`config.mk`:
```
export PLATFORM = sky130hd
export DESIGN_NAME = lzrw1_sequencer_flat
export DESIGN_NICKNAME = d
export VERILOG_FILES = /design/src/rtl/lzrw1_sequencer_if.sv /design/src/rtl/lzrw1_sequencer.sv /design/src/flat_wrapper.sv
export SDC_FILE = /design/constraint.sdc
export NUM_CORES = 1
export LEC_CHECK = 0
export BUFFER_PORTS_ARGS = -buffer_cell sky130_fd_sc_hd__buf_2
export CORE_MARGIN = 8
export CORE_UTILIZATION = 52
export CTS_CLUSTER_SIZE = 12
export DETAILED_ROUTE_END_ITERATION = 10
export PLACE_DENSITY = 0.73
export SYNTH_ARGS = -nofsm -noshare
export SYNTH_HDL_FRONTEND = slang
export SYNTH_SLANG_ARGS = --single-unit
```
`constraint.sdc`:
```
create_clock -name clk -period 6.6 [get_ports clk]
set_input_delay 0.66 -clock clk [delete_from_list [all_inputs] [get_ports clk]]
set_output_delay 0.66 -clock clk [all_outputs]
set_load 0.01 [all_outputs]
```
`src/rtl/lzrw1_sequencer_if.sv`:
```
// Handshake and bus bundle between the LZRW1 sequencer and its hash table, comparator,
// item sink and control-word sink.
interface lzrw1_sequencer_if;
  logic        start;
  logic [15:0] block_len;
  logic [15:0] pos;
  logic        tbl_rd_en;
  logic [15:0] tbl_rd_data;
  logic        tbl_rd_hit;
  logic        tbl_wr_en;
  logic        cmp_ctrl;
  logic [11:0] cmp_offset;
  logic [3:0]  cmp_length;
  logic        item_valid;
  logic        item_ready;
  logic        item_is_copy;
  logic [11:0] item_offset;
  logic [3:0]  item_len;
  logic        ctrl_valid;
  logic        ctrl_ready;
  logic [15:0] ctrl_word;
  logic        busy;
  logic        done;

  modport master (
    input  start, block_len, tbl_rd_data, tbl_rd_hit, cmp_length, item_ready, ctrl_ready,
    output pos, tbl_rd_en, tbl_wr_en, cmp_ctrl, cmp_offset, item_valid, item_is_copy,
           item_offset, item_len, ctrl_valid, ctrl_word, busy, done
  );

  modport slave (
    output start, block_len, tbl_rd_data, tbl_rd_hit, cmp_length, item_ready, ctrl_ready,
    input  pos, tbl_rd_en, tbl_wr_en, cmp_ctrl, cmp_offset, item_valid, item_is_copy,
           item_offset, item_len, ctrl_valid, ctrl_word, busy, done
  );
endinterface

```
`src/rtl/lzrw1_sequencer.sv`:
```
// LZRW1 block sequencer: walks a block position by position, looks up the hash bucket,
// decides literal vs copy, emits items and packs one control word per group of 16 items.
//
// state   | meaning
// IDLE    | waiting for start
// LOOKUP  | hash-table read and write of the bucket at pos
// COMPARE | bucket data valid; evaluate candidate and register the item
// EMIT    | item_valid held until item_ready
// CTRL    | ctrl_valid held until ctrl_ready
// FINISH  | one-cycle done pulse
module lzrw1_sequencer #(
  parameter int OFFSET_MAX = 4095
) (
  input logic              clk,
  input logic              reset,
  lzrw1_sequencer_if.master bus
);

  typedef enum logic [2:0] {IDLE, LOOKUP, COMPARE, EMIT, CTRL, FINISH} state_t;

  localparam logic [15:0] OffsetMax = 16'(OFFSET_MAX);

  state_t      state, stateNext;
  logic [15:0] blockLen, blockLenNext;
  logic [15:0] pos, posNext;
  logic [4:0]  group, groupNext;
  logic [15:0] ctrlWord, ctrlWordNext;
  logic        itemIsCopy, itemIsCopyNext;
  logic [11:0] itemOffset, itemOffsetNext;
  logic [3:0]  itemLen, itemLenNext;

  logic [15:0] offset, rem, cmpLenExt, matchLen, advPos;
  logic [4:0]  groupInc;
  logic        cand;

  always_ff @(posedge clk) begin
    if (reset) begin
      state      <= IDLE;
      blockLen   <= '0;
      pos        <= '0;
      group      <= '0;
      ctrlWord   <= '0;
      itemIsCopy <= 1'b0;
      itemOffset <= '0;
      itemLen    <= '0;
    end else begin
      state      <= stateNext;
      blockLen   <= blockLenNext;
      pos        <= posNext;
      group      <= groupNext;
      ctrlWord   <= ctrlWordNext;
      itemIsCopy <= itemIsCopyNext;
      itemOffset <= itemOffsetNext;
      itemLen    <= itemLenNext;
    end
  end

  always_comb begin
    // Candidate and clamped length are only consumed in COMPARE
    offset    = pos - bus.tbl_rd_data;
    cand      = bus.tbl_rd_hit && (offset != 16'd0) && (offset <= OffsetMax);
    rem       = blockLen - pos;
    cmpLenExt = {12'd0, bus.cmp_length};
    matchLen  = cand ? ((cmpLenExt < rem) ? cmpLenExt : rem) : 16'd0;
    advPos    = pos + (itemIsCopy ? {12'd0, itemLen} : 16'd1);
    groupInc  = group + 5'd1;

    stateNext      = state;
    blockLenNext   = blockLen;
    posNext        = pos;
    groupNext      = group;
    ctrlWordNext   = ctrlWord;
    itemIsCopyNext = itemIsCopy;
    itemOffsetNext = itemOffset;
    itemLenNext    = itemLen;

    case (state)
      IDLE: begin
        if (bus.start) begin
          blockLenNext = bus.block_len;
          posNext      = '0;
          groupNext    = '0;
          ctrlWordNext = '0;
          stateNext    = (bus.block_len != 16'd0) ? LOOKUP : FINISH;
        end
      end
      LOOKUP: stateNext = COMPARE;
      COMPARE: begin
        if (matchLen >= 16'd3) begin
          itemIsCopyNext = 1'b1;
          itemOffsetNext = offset[11:0];
          itemLenNext    = matchLen[3:0];
        end else begin
          itemIsCopyNext = 1'b0;
          itemOffsetNext = '0;
          itemLenNext    = '0;
        end
        stateNext = EMIT;
      end
      EMIT: begin
        if (bus.item_ready) begin
          ctrlWordNext[group[3:0]] = itemIsCopy;
          groupNext = groupInc;
          posNext   = advPos;
          stateNext = ((groupInc == 5'd16) || (advPos >= blockLen)) ? CTRL : LOOKUP;
        end
      end
      CTRL: begin
        if (bus.ctrl_ready) begin
          ctrlWordNext = '0;
          groupNext    = '0;
          stateNext    = (pos >= blockLen) ? FINISH : LOOKUP;
        end
      end
      FINISH: stateNext = IDLE;
      default: stateNext = IDLE;
    endcase
  end

  assign bus.pos          = pos;
  assign bus.tbl_rd_en    = (state == LOOKUP);
  assign bus.tbl_wr_en    = (state == LOOKUP);
  assign bus.cmp_ctrl     = (state == COMPARE) && cand;
  assign bus.cmp_offset   = offset[11:0];
  assign bus.item_valid   = (state == EMIT);
  assign bus.item_is_copy = itemIsCopy;
  assign bus.item_offset  = itemOffset;
  assign bus.item_len     = itemLen;
  assign bus.ctrl_valid   = (state == CTRL);
  assign bus.ctrl_word    = ctrlWord;
  assign bus.busy         = (state != IDLE);
  assign bus.done         = (state == FINISH);

endmodule
```
`src/flat_wrapper.sv`:
```
// flat-port wrapper written by rule: the top's interface ports become plain ports
module lzrw1_sequencer_flat 
#(
  parameter int OFFSET_MAX = 4095
)
  (clk, reset, bus_start, bus_block_len, bus_tbl_rd_data, bus_tbl_rd_hit, bus_cmp_length, bus_item_ready, bus_ctrl_ready, bus_pos, bus_tbl_rd_en, bus_tbl_wr_en, bus_cmp_ctrl, bus_cmp_offset, bus_item_valid, bus_item_is_copy, bus_item_offset, bus_item_len, bus_ctrl_valid, bus_ctrl_word, bus_busy, bus_done);
  lzrw1_sequencer_if bus_i ();
  input logic clk;
  input logic reset;
  input wire logic [$bits(bus_i.start)-1:0] bus_start;
  input wire logic [$bits(bus_i.block_len)-1:0] bus_block_len;
  input wire logic [$bits(bus_i.tbl_rd_data)-1:0] bus_tbl_rd_data;
  input wire logic [$bits(bus_i.tbl_rd_hit)-1:0] bus_tbl_rd_hit;
  input wire logic [$bits(bus_i.cmp_length)-1:0] bus_cmp_length;
  input wire logic [$bits(bus_i.item_ready)-1:0] bus_item_ready;
  input wire logic [$bits(bus_i.ctrl_ready)-1:0] bus_ctrl_ready;
  output wire logic [$bits(bus_i.pos)-1:0] bus_pos;
  output wire logic [$bits(bus_i.tbl_rd_en)-1:0] bus_tbl_rd_en;
  output wire logic [$bits(bus_i.tbl_wr_en)-1:0] bus_tbl_wr_en;
  output wire logic [$bits(bus_i.cmp_ctrl)-1:0] bus_cmp_ctrl;
  output wire logic [$bits(bus_i.cmp_offset)-1:0] bus_cmp_offset;
  output wire logic [$bits(bus_i.item_valid)-1:0] bus_item_valid;
  output wire logic [$bits(bus_i.item_is_copy)-1:0] bus_item_is_copy;
  output wire logic [$bits(bus_i.item_offset)-1:0] bus_item_offset;
  output wire logic [$bits(bus_i.item_len)-1:0] bus_item_len;
  output wire logic [$bits(bus_i.ctrl_valid)-1:0] bus_ctrl_valid;
  output wire logic [$bits(bus_i.ctrl_word)-1:0] bus_ctrl_word;
  output wire logic [$bits(bus_i.busy)-1:0] bus_busy;
  output wire logic [$bits(bus_i.done)-1:0] bus_done;
  assign bus_i.start = bus_start;
  assign bus_i.block_len = bus_block_len;
  assign bus_i.tbl_rd_data = bus_tbl_rd_data;
  assign bus_i.tbl_rd_hit = bus_tbl_rd_hit;
  assign bus_i.cmp_length = bus_cmp_length;
  assign bus_i.item_ready = bus_item_ready;
  assign bus_i.ctrl_ready = bus_ctrl_ready;
  assign bus_pos = bus_i.pos;
  assign bus_tbl_rd_en = bus_i.tbl_rd_en;
  assign bus_tbl_wr_en = bus_i.tbl_wr_en;
  assign bus_cmp_ctrl = bus_i.cmp_ctrl;
  assign bus_cmp_offset = bus_i.cmp_offset;
  assign bus_item_valid = bus_i.item_valid;
  assign bus_item_is_copy = bus_i.item_is_copy;
  assign bus_item_offset = bus_i.item_offset;
  assign bus_item_len = bus_i.item_len;
  assign bus_ctrl_valid = bus_i.ctrl_valid;
  assign bus_ctrl_word = bus_i.ctrl_word;
  assign bus_busy = bus_i.busy;
  assign bus_done = bus_i.done;
  lzrw1_sequencer #(.OFFSET_MAX(OFFSET_MAX)) u_core (.clk(clk), .reset(reset), .bus(bus_i));
endmodule
```
==> results.yml <==
die:
  ios: 110
  die_w_um: 122
  start_util: 0.536
  die_h_um: 122
  rows: 38
  core_area_um2: 10900
  die_area_um2: 14900
yosys:
  syn_nets: 875
  syn_avg_cell_area_um2: 7.60
  synth_area_um2: 5860
  ys_ff_latch: 73
  synth_cells: 771
  yosys_warnings: 0
  async_reset_ff_frac: 0
  seq_area_frac_synth: 0.249
  synth_ff_type: "dfxtp_1"
  synth_edf_count: 0
  synthDistinctLibCells: 72
setup_path:
  cpPeakStageDelay_ns: 0.80
  startpoint_type: "flop"
  critical_path.slowest_cell: "dfxtp_1"
  crit_arrival_ns: 4.26
  path_buf_inv: 0
  endpoint_kind: "flop"
  worstPathRequired_ns: 6.86
  critPathMaxFanout: 22
  critical-path-top-delay-family: "compound AO/OA/AOI/OAI gates"
  crit_chain: "nand2b_1 -> ha_1 -> fa_1 -> a21o_1 -> a21o_1 -> and3_1 -> and3_1 -> nand3_1 -> xnor2_1 -> ha_1 -> a21o_1 -> a21oi_1 -> o211ai_1 -> a21oi_1 -> a21oi_1 -> a211oi_1"
  path_class: "flop to flop"
grt:
  antenna_found_initial: 0
  grt_pass1_wl_mm: 27.1
  grt_pass1_vias: 5659
  grt_max_degree: 47
  grt_util_all_layers: 0.223
  gr-total-overflow: 0
timing:
  tns_ns: 0
  period_needed_ns: 4.00
  finalSetupViolCount: 0
  setup_ws_ns: 2.60
  clock-skew-final_ns: 0.00902
  max_slew_margin: 0.297
  rsz0062_at_grt: "no"
  worst_slew_pin_slew_ns: 1.05
  timing.hold.ws_ns: 0.474
  slew_violations: 0
  clock.fmax_ghz: 0.250
  post-route-period-util: 0.606
  hold_viol: 0
pwr:
  leakage_nw: 3.16
  seqPwrFrac: 0.327
  clkPwrFrac: 0.365
  powerDensity_nw_per_um2: 214
  netSwitchingFraction: 0.335
  p_total_w: 0.00145
  p_int_w: 0.000961
  power_frac_comb: 0.307
  vdd_drop_max_uv: 128
  p_sw_w: 0.000485
route:
  via_count: 5821
  first_iter_violations: 352
  wl_per_cell_um: 16.5
  wl_mm: 16.5
  first_pass_iters: 5
  viasPerCell: 5.82
  drc: 0
  postRouteAntennaNets: 0
flow_run:
  cap_violations: 0
placed_design:
  gp_congestion: 0.956
  pre_cts_slack_ns: 2.63
  io_buffers: 109
  placedCellCount: 985
  dp_hpwl_mm: 13.2
clocking:
  cts_tree: "yes"
  cts_sinks: 73
  cts-hold-fix-buffers: 0
  cts.htree.levels: 3
  clkLatencyLatePin_ns: 0.35
  clkTransAtPathRegs_ns: 0.06
  cts-root-buf: "clkbuf_16"
  cts_setup_buffers: 0
  cts_made_buffers: 9
  cts_buffer_depth: 2
  ctsResizeCount: 0
final_layout:
  finalNonFillerCells: 1000
  antenna_cells: 0
  fin_nets: 960
  final_common_cell: "buf_2"
  area_growth_pct: 15.4
  mostFrequentLayoutCells: "109 x buf_2, 83 x nand2_1, 79 x a21oi_1"
  drive_gt1_frac: 0.169
status:
  status: "completed"
hold_path:
  holdCritPathClass: "flop to flop"
[worst register-to-register path: cells and delay by family, from the launching register on]
family	cells	cell delay, ns
flip-flops	1	0.80
AND/OR/NAND/NOR	4	0.75
XOR/XNOR	1	0.16
AO/OA/AOI/OAI	8	1.31
adder cells (fa/ha/maj)	3	0.93
[path summary, 6_finish.rpt]
path | start | end | slack (ns) | depth (start not counted)
worst max-delay path | u_core.bus.item_is_copy | u_core.state[0] | 2.60 | 16
worst min-delay path | u_core.bus.item_offset[3] | u_core.bus.item_offset[3] | 0.47 | 1
worst max register to register | u_core.bus.item_is_copy | u_core.state[0] | 2.60 | 16
worst min register to register | u_core.bus.item_offset[3] | u_core.bus.item_offset[3] | 0.47 | 1
[cell families (layout without fill, tap and decap cells)]
group / after synthesis / in the layout / share of synthesized area
muxes: 21 / 21 / 0.0367
AOI/OAI and AO/OA: 212 / 212 / 0.241
buffers and inverters: 104 / 193 / 0.0689
and+or+nand+nor: 273 / 273 / 0.229
adders and majority gates: 62 / 62 / 0.136
xor gates and xnor gates: 26 / 26 / 0.0388
DFF: 73 / 73 / 0.249
[registers in the layout, summed over array words and instances, names as in the netlist]
name	count
u_core.blockLen	16
u_core.bus.ctrl_word	16
u_core.bus.pos	16
u_core.bus.item_offset	12
u_core.group	5
u_core.bus.item_len	4
u_core.state	3
u_core.bus.item_is_copy	1
[power by group through the flow]
stage | registers [W] | clock network, W | logic, W
after floorplan | 0.000473 | 0 | 0.000339
after global placement | 0.000483 | 0 | 0.000430
after detailed placement | 0.000483 | 0 | 0.000437
after CTS | 0.000473 | 0.000538 | 0.000441
after global routing | 0.000475 | 0.000554 | 0.000491
final | 0.000473 | 0.000528 | 0.000445
[cell usage after synthesis (4+ instances only)]
cell,number,share of area
nand4_1,10,0.011
a22o_1,15,0.022
nor2_1,66,0.042
dfxtp_1,73,0.25
mux2i_1,17,0.029
nand2b_1,14,0.015
or2_2,5,0.0053
a21oi_1,79,0.067
nor4_1,7,0.0075
a31oi_1,5,0.0053
xnor2_1,16,0.024
nand3b_1,4,0.0051
inv_1,67,0.043
and3_1,12,0.013
nor2b_1,5,0.0053
o211ai_1,10,0.013
xor2_1,10,0.015
clkbuf_1,30,0.019
ha_1,59,0.13
nor3_1,7,0.0060
o21ai_0,32,0.027
and2_1,9,0.0096
nand3_1,34,0.029
nand2_1,83,0.053
a21o_1,18,0.023
a211oi_1,10,0.013
o2111ai_1,4,0.0060
nor3b_1,4,0.0051
o21a_1,7,0.0090
[per-layer routing]
metal  vias up  GRT usage  share of wire
li1       2913          -              -
met1      2695      0.276           0.44
met2       192      0.377           0.47
met3        21     0.0407          0.072
met4         0     0.0876          0.018
met5         -          0              0
[layout make-up]
cell class                      instances  area, um^2
Clock inverter                          6        92.6
Clock buffer                            9         225
Fill cell                            1032        4170
Tap cell                              140         175
Timing Repair Buffer                  111         561
Sequential cell                        73        1460
Inverter                               67         251
Multi-Input combinational cell        594        4000
[per-stage QoR]
stage	cell area (um^2)	utilization
after global placement	6450	0.589
after detailed placement	6450	0.589
after CTS	6760	0.619
after floorplan	5860	-
final	6760	0.619
after global routing	6760	0.619
No activity file was read; power rests on OpenSTA's default activity.
